### src/rtl/sparse_cim_pkg.sv
// Shared defaults and FSM state encoding for the SparseCIM bit-serial scheduler.
package sparse_cim_pkg;
  localparam int ROWS   = 16;
  localparam int ACT_W  = 4;
  localparam int PSUM_W = $clog2(ROWS) + 1;
  localparam int OUT_W  = PSUM_W + ACT_W - 1;

  typedef enum logic [1:0] {IDLE, ISSUE, WAIT, DONE} sched_state_t;
endpackage

### src/rtl/sparse_shift_acc.sv
// Shift-accumulator: adds (zero-extended psum << shift) into acc, modulo 2^OUT_W.
module sparse_shift_acc #(
  parameter int PSUM_W = 5,
  parameter int OUT_W  = 8,
  parameter int SH_W   = 2
) (
  input  logic              clk,
  input  logic              rst,
  input  logic              clr,
  input  logic              add_en,
  input  logic [SH_W-1:0]   shift,
  input  logic [PSUM_W-1:0] psum,
  output logic [OUT_W-1:0]  acc
);
  logic [OUT_W-1:0] psum_ext;
  assign psum_ext = OUT_W'(psum);

  // Clear at vector start, otherwise accumulate the weighted partial sum.
  always_ff @(posedge clk) begin
    if (rst || clr)  acc <= '0;
    else if (add_en) acc <= acc + (psum_ext << shift);
  end
endmodule

### src/rtl/sparse_bitplane_sched.sv
// Bit-serial activation scheduler: drives one bit plane per macro fire, MSB
// first, and shift-accumulates the returned partial sums.
// Optional feature macro: SPARSE_PLANE_SKIP_EN (skip all-zero bit planes).
module sparse_bitplane_sched
  import sparse_cim_pkg::*;
#(
  parameter int ROWS   = sparse_cim_pkg::ROWS,
  parameter int ACT_W  = sparse_cim_pkg::ACT_W,
  parameter int PSUM_W = $clog2(ROWS) + 1,
  parameter int OUT_W  = PSUM_W + ACT_W - 1
) (
  input  logic                  clk,
  input  logic                  rst,
  input  logic                  act_valid,
  output logic                  act_ready,
  input  logic [ROWS*ACT_W-1:0] act_data,
  output logic [ROWS-1:0]       wl_bits,
  output logic                  wl_valid,
  input  logic [PSUM_W-1:0]     psum,
  input  logic                  psum_valid,
  output logic [OUT_W-1:0]      res_data,
  output logic                  res_valid,
  input  logic                  res_ready,
  output logic                  busy,
  output logic                  err
);
  localparam int SH_W = (ACT_W > 1) ? $clog2(ACT_W) : 1;

`ifdef SPARSE_PLANE_SKIP_EN
  localparam bit SKIP = 1'b1;
`else
  localparam bit SKIP = 1'b0;
`endif

  sched_state_t          state, state_nxt;
  logic [ROWS*ACT_W-1:0] act_reg;
  logic [SH_W-1:0]       b;
  logic [ROWS-1:0]       plane;
  logic [OUT_W-1:0]      acc;
  logic                  ready_q;
  logic                  accept, acc_clr, add_en, b_dec, err_set;

  // Bit plane b: one bit from every row's activation.
  for (genvar r = 0; r < ROWS; r++) begin : g_plane
    logic [ACT_W-1:0] act_r;
    assign act_r    = act_reg[r*ACT_W +: ACT_W];
    assign plane[r] = act_r[b];
  end

  // Next-state and handshake decode.
  always_comb begin
    state_nxt = state;
    wl_valid  = 1'b0;
    accept    = 1'b0;
    acc_clr   = 1'b0;
    add_en    = 1'b0;
    b_dec     = 1'b0;
    case (state)
      IDLE: begin
        if (act_valid && act_ready) begin
          accept    = 1'b1;
          acc_clr   = 1'b1;
          state_nxt = ISSUE;
        end
      end
      ISSUE: begin
        if (SKIP && (plane == '0)) begin
          if (b == '0) state_nxt = DONE;
          else         b_dec     = 1'b1;
        end else begin
          wl_valid  = 1'b1;
          state_nxt = WAIT;
        end
      end
      WAIT: begin
        if (psum_valid) begin
          add_en = 1'b1;
          if (b == '0) state_nxt = DONE;
          else begin
            b_dec     = 1'b1;
            state_nxt = ISSUE;
          end
        end
      end
      DONE: begin
        if (res_ready) state_nxt = IDLE;
      end
      default: state_nxt = IDLE;
    endcase
  end

  // A psum can only be legitimately expected while waiting; IDLE ones may be
  // stragglers from an abandoned vector and are ignored.
  assign err_set = psum_valid && ((state == ISSUE) || (state == DONE));

  // State, operand and bit-index registers.
  always_ff @(posedge clk) begin
    if (rst) begin
      state   <= IDLE;
      act_reg <= '0;
      b       <= '0;
      ready_q <= 1'b0;
      err     <= 1'b0;
    end else begin
      state   <= state_nxt;
      ready_q <= 1'b1;
      if (err_set) err <= 1'b1;
      if (accept) begin
        act_reg <= act_data;
        b       <= SH_W'(ACT_W - 1);
      end else if (b_dec) begin
        b <= b - 1'b1;
      end
    end
  end

  sparse_shift_acc #(.PSUM_W(PSUM_W), .OUT_W(OUT_W), .SH_W(SH_W)) u_acc (
    .clk    (clk),
    .rst    (rst),
    .clr    (acc_clr),
    .add_en (add_en),
    .shift  (b),
    .psum   (psum),
    .acc    (acc)
  );

  // ready_q holds act_ready low for the first cycle after reset.
  assign act_ready = (state == IDLE) && ready_q;
  assign busy      = (state != IDLE);
  assign wl_bits   = ((state == ISSUE) || (state == WAIT)) ? plane : '0;
  assign res_valid = (state == DONE);
  assign res_data  = res_valid ? acc : '0;
endmodule

### config.mk
export PLATFORM = sky130hd
export DESIGN_NAME = sparse_bitplane_sched
export DESIGN_NICKNAME = d
export VERILOG_FILES = /design/src/rtl/sparse_cim_pkg.sv /design/src/rtl/sparse_shift_acc.sv /design/src/rtl/sparse_bitplane_sched.sv
export SDC_FILE = /design/constraint.sdc
export NUM_CORES = 1
export LEC_CHECK = 0
export CORE_MARGIN = 10
export CORE_UTILIZATION = 45
export CTS_CLUSTER_DIAMETER = 60
export DETAILED_ROUTE_END_ITERATION = 10
export GPL_TIMING_DRIVEN = 1
export PLACE_DENSITY = 0.71
export SYNTH_ARGS = -nofsm -noshare
export SYNTH_HDL_FRONTEND = slang
export SYNTH_HIERARCHICAL = 1
export SYNTH_SLANG_ARGS = --single-unit
export TNS_END_PERCENT = 5
### constraint.sdc
create_clock -name clk -period 2.98 [get_ports clk]
set_clock_uncertainty 0.2 [all_clocks]
set_input_delay 0.298 -clock clk [delete_from_list [all_inputs] [get_ports clk]]
set_output_delay 0.298 -clock clk [all_outputs]
set_load 0.005 [all_outputs]
==> impl_metrics.json <==
{
  "start_util_pct": 46.70,
  "io_buffers": 102,
  "async_reset_ff_share_pct": 0,
  "post_cts_buffers": 0,
  "htreeDepth": 3,
  "power.share.switching_pct": 32.31,
  "final_cell_area_um2": 5105,
  "syn_nets": 539,
  "worstPathRequired_ns": 2.48,
  "max_freq_mhz": 362.8,
  "grt_overflow_total": 0,
  "dp_hpwl_um": 7085,
  "core_area_um2": 8258,
  "numClockSinks": 78,
  "clock_path_buffers": 2,
  "pwr-share-comb_pct": 31.9,
  "largest_reg_flops": 64,
  "syn_to_final_growth_pct": 32.38,
  "synthesis.area_um2": 3856,
  "cts_tree": "yes",
  "grt_pass1_vias": 3361,
  "antenna_found_initial": 0,
  "powerDensity_nw_per_um2": 586.0,
  "fin_util_pct": 61.82,
  "layout.cells.non_filler": 650,
  "cap_violations": 0,
  "synth_top_area_share_pct": 40.49,
  "vias": 3340,
  "drc_errors": 0,
  "rsz0062_at_grt": "false",
  "fin_crit_sh_pct": 92.49,
  "die_y_um": 112.6,
  "ys_ff_latch": 78,
  "p_sw_uw": 966.6,
  "crit_arrival_ns": 2.26,
  "placed_cells": 634,
  "finalWeightedCongestion": 0.8150,
  "peakVddDrop_mv": 0.2563,
  "die-area_um2": 12670,
  "dr.first_iter.drc_count": 140,
  "drt_wl_total_um": 9769,
  "crit_type": "flop to output pin",
  "wl_per_cell_um": 15.03,
  "seq_area_frac_synth_pct": 40.49,
  "grt_max_degree": 66,
  "hold_slack_ns": 0.2303,
  "syn_area_per_cell_um2": 8.550,
  "grt_pass1_wl_um": 15950,
  "clock_latency_ns": 0.33,
  "synth-edff-count": 0,
  "synth_top_area_cell": "dfxtp_1",
  "ys.flop_type": "dfxtp_1",
  "hold_path_class": "input port to flop",
  "dpl_cell_area_um2": 4906,
  "leakage_nw": 1.869,
  "slew_headroom_pct": 56.99,
  "syn_inst": 451,
  "worst_setup_path_start_kind": "flop",
  "first_pass_iters": 4,
  "drive_above_1_share_pct": 7.706,
  "via_per_inst": 5.138,
  "cts_buffers": 9,
  "end_kind": "output pin",
  "final.setup.tns_ns": 0,
  "gr-usage-all-layers_pct": 15.01,
  "synth.area.top_cells": "dfxtp_1 (40%), nand2_1 (13%), a21oi_1 (9.1%)",
  "crit_path_max_fanout": 20,
  "tightest_slew_ns": 0.6451,
  "diodes": 0,
  "finalSetupViolations": 0,
  "path_clk_slew_ns": 0.09,
  "yosysWarnings": 6,
  "power.share.clock_pct": 26.1,
  "fp-row-count": 33,
  "finalCriticalPeriod_ns": 2.756,
  "seqPwrFrac_pct": 42.0,
  "final_nets": 628,
  "io_pins": 103,
  "die_w_um": 112.6,
  "status": "finished clean",
  "ant_nets": 0,
  "p_int_mw": 2.025,
  "drv_slew": 0,
  "cts-root-buf": "clkbuf_8",
  "hold_viol_final": 0,
  "synth_cell_type_count": 42
}
power groups by stage:
stage	clock network (mW)	logic [mW]	registers, mW
3_5_place_dp	0	0.964	1.28
4_1_cts	0.807	0.971	1.26
6_report	0.782	0.953	1.26
5_1_grt	0.847	1.07	1.28
3_3_place_gp	0	0.944	1.27
2_1_floorplan	0	0.649	1.23
cell type report:
cell class	instances	area [um^2]
clock inverters	6	68.82
repair buffers	109	1069
flip-flops and latches	78	1565
clock buffers	10	127.6
multi-input cells	330	2098
well taps	105	131.4
inverters	12	45.04
fillers	762	3153
layer usage:
layer | global-route usage [%] | share of wire, %
met5 | 0 | 0
met4 | 5.076 | 1.2
met3 | 3.408 | 4.6
met2 | 25.73 | 49
met1 | 17.99 | 45
metrics by stage:
stage          total power, mW  setup slack, ns
2_1_floorplan            1.884           0.5476
3_3_place_gp             2.217           0.2389
3_5_place_dp             2.244           0.1661
4_1_cts                  3.033          0.02860
5_1_grt                  3.190          0.01861
6_report                 2.992           0.2237
cells by family (layout without fill, tap and decap cells):
kind of cell    Yosys count  after routing  synth area share (%)
xor+xnor                  4              4                0.9087
simple gates            192            192                 22.03
buf+inv                  43            137                 5.224
flops                    78             78                 40.49
compound gates           93             93                 13.69
fa+ha+maj                14             14                 4.737
mux                      27             27                 12.91
cells in the mapped netlist (5+ instances only):
master and count:
buf_2 13, mux4_2 9, and2_1 26, ha_1 13, nor3b_1 5, inv_1 12, clkbuf_1 16, dfxtp_1 78
o21ai_0 6, mux2i_1 10, nor2_1 7, nand2_1 137, a21oi_1 70, mux4_1 7
final timing paths:
| path | end | start | slack [ns] | cells after the start |
|---|---|---|---|---|
| setup / recovery | wl_bits[5] | b[0] | 0.22 | 4 |
| hold / removal | act_reg[58] | rst | 0.23 | 2 |
| setup reg to reg | u_acc/acc[7] | b[1] | 0.36 | 9 |
| hold reg to reg | err | err | 0.25 | 2 |
worst max-delay path, cell delays in order, from the launching register on:
cell,delay [ns]
dfxtp_4,0.54
buf_4,0.23
mux4_1,0.54
and2_1,0.17
clkdlybuf4s50_1,0.44
cell usage in the layout (no fill, tap or decap), types with 5 or more instances in the layout:
cell             Yosys  layout
buf_4                0       7
nor2_1               7       7
inv_1               12      11
nor3b_1              5       5
clkdlybuf4s50_1      0     101
a21oi_1             70      70
mux4_1               7       7
ha_1                13      13
and2_1              26      26
clkbuf_8             0       9
nand2_1            137     137
mux2i_1             10      10
dfxtp_1             78      77
o21ai_0              6       6
mux4_2               9       9
repair_timing:
action                     4_1_cts  5_1_grt
resized for setup                0        1
hold endpoints to repair         0        0
hold buffers                     0        0
setup endpoints to repair        0        3
(Power assumes the default switching activity.)
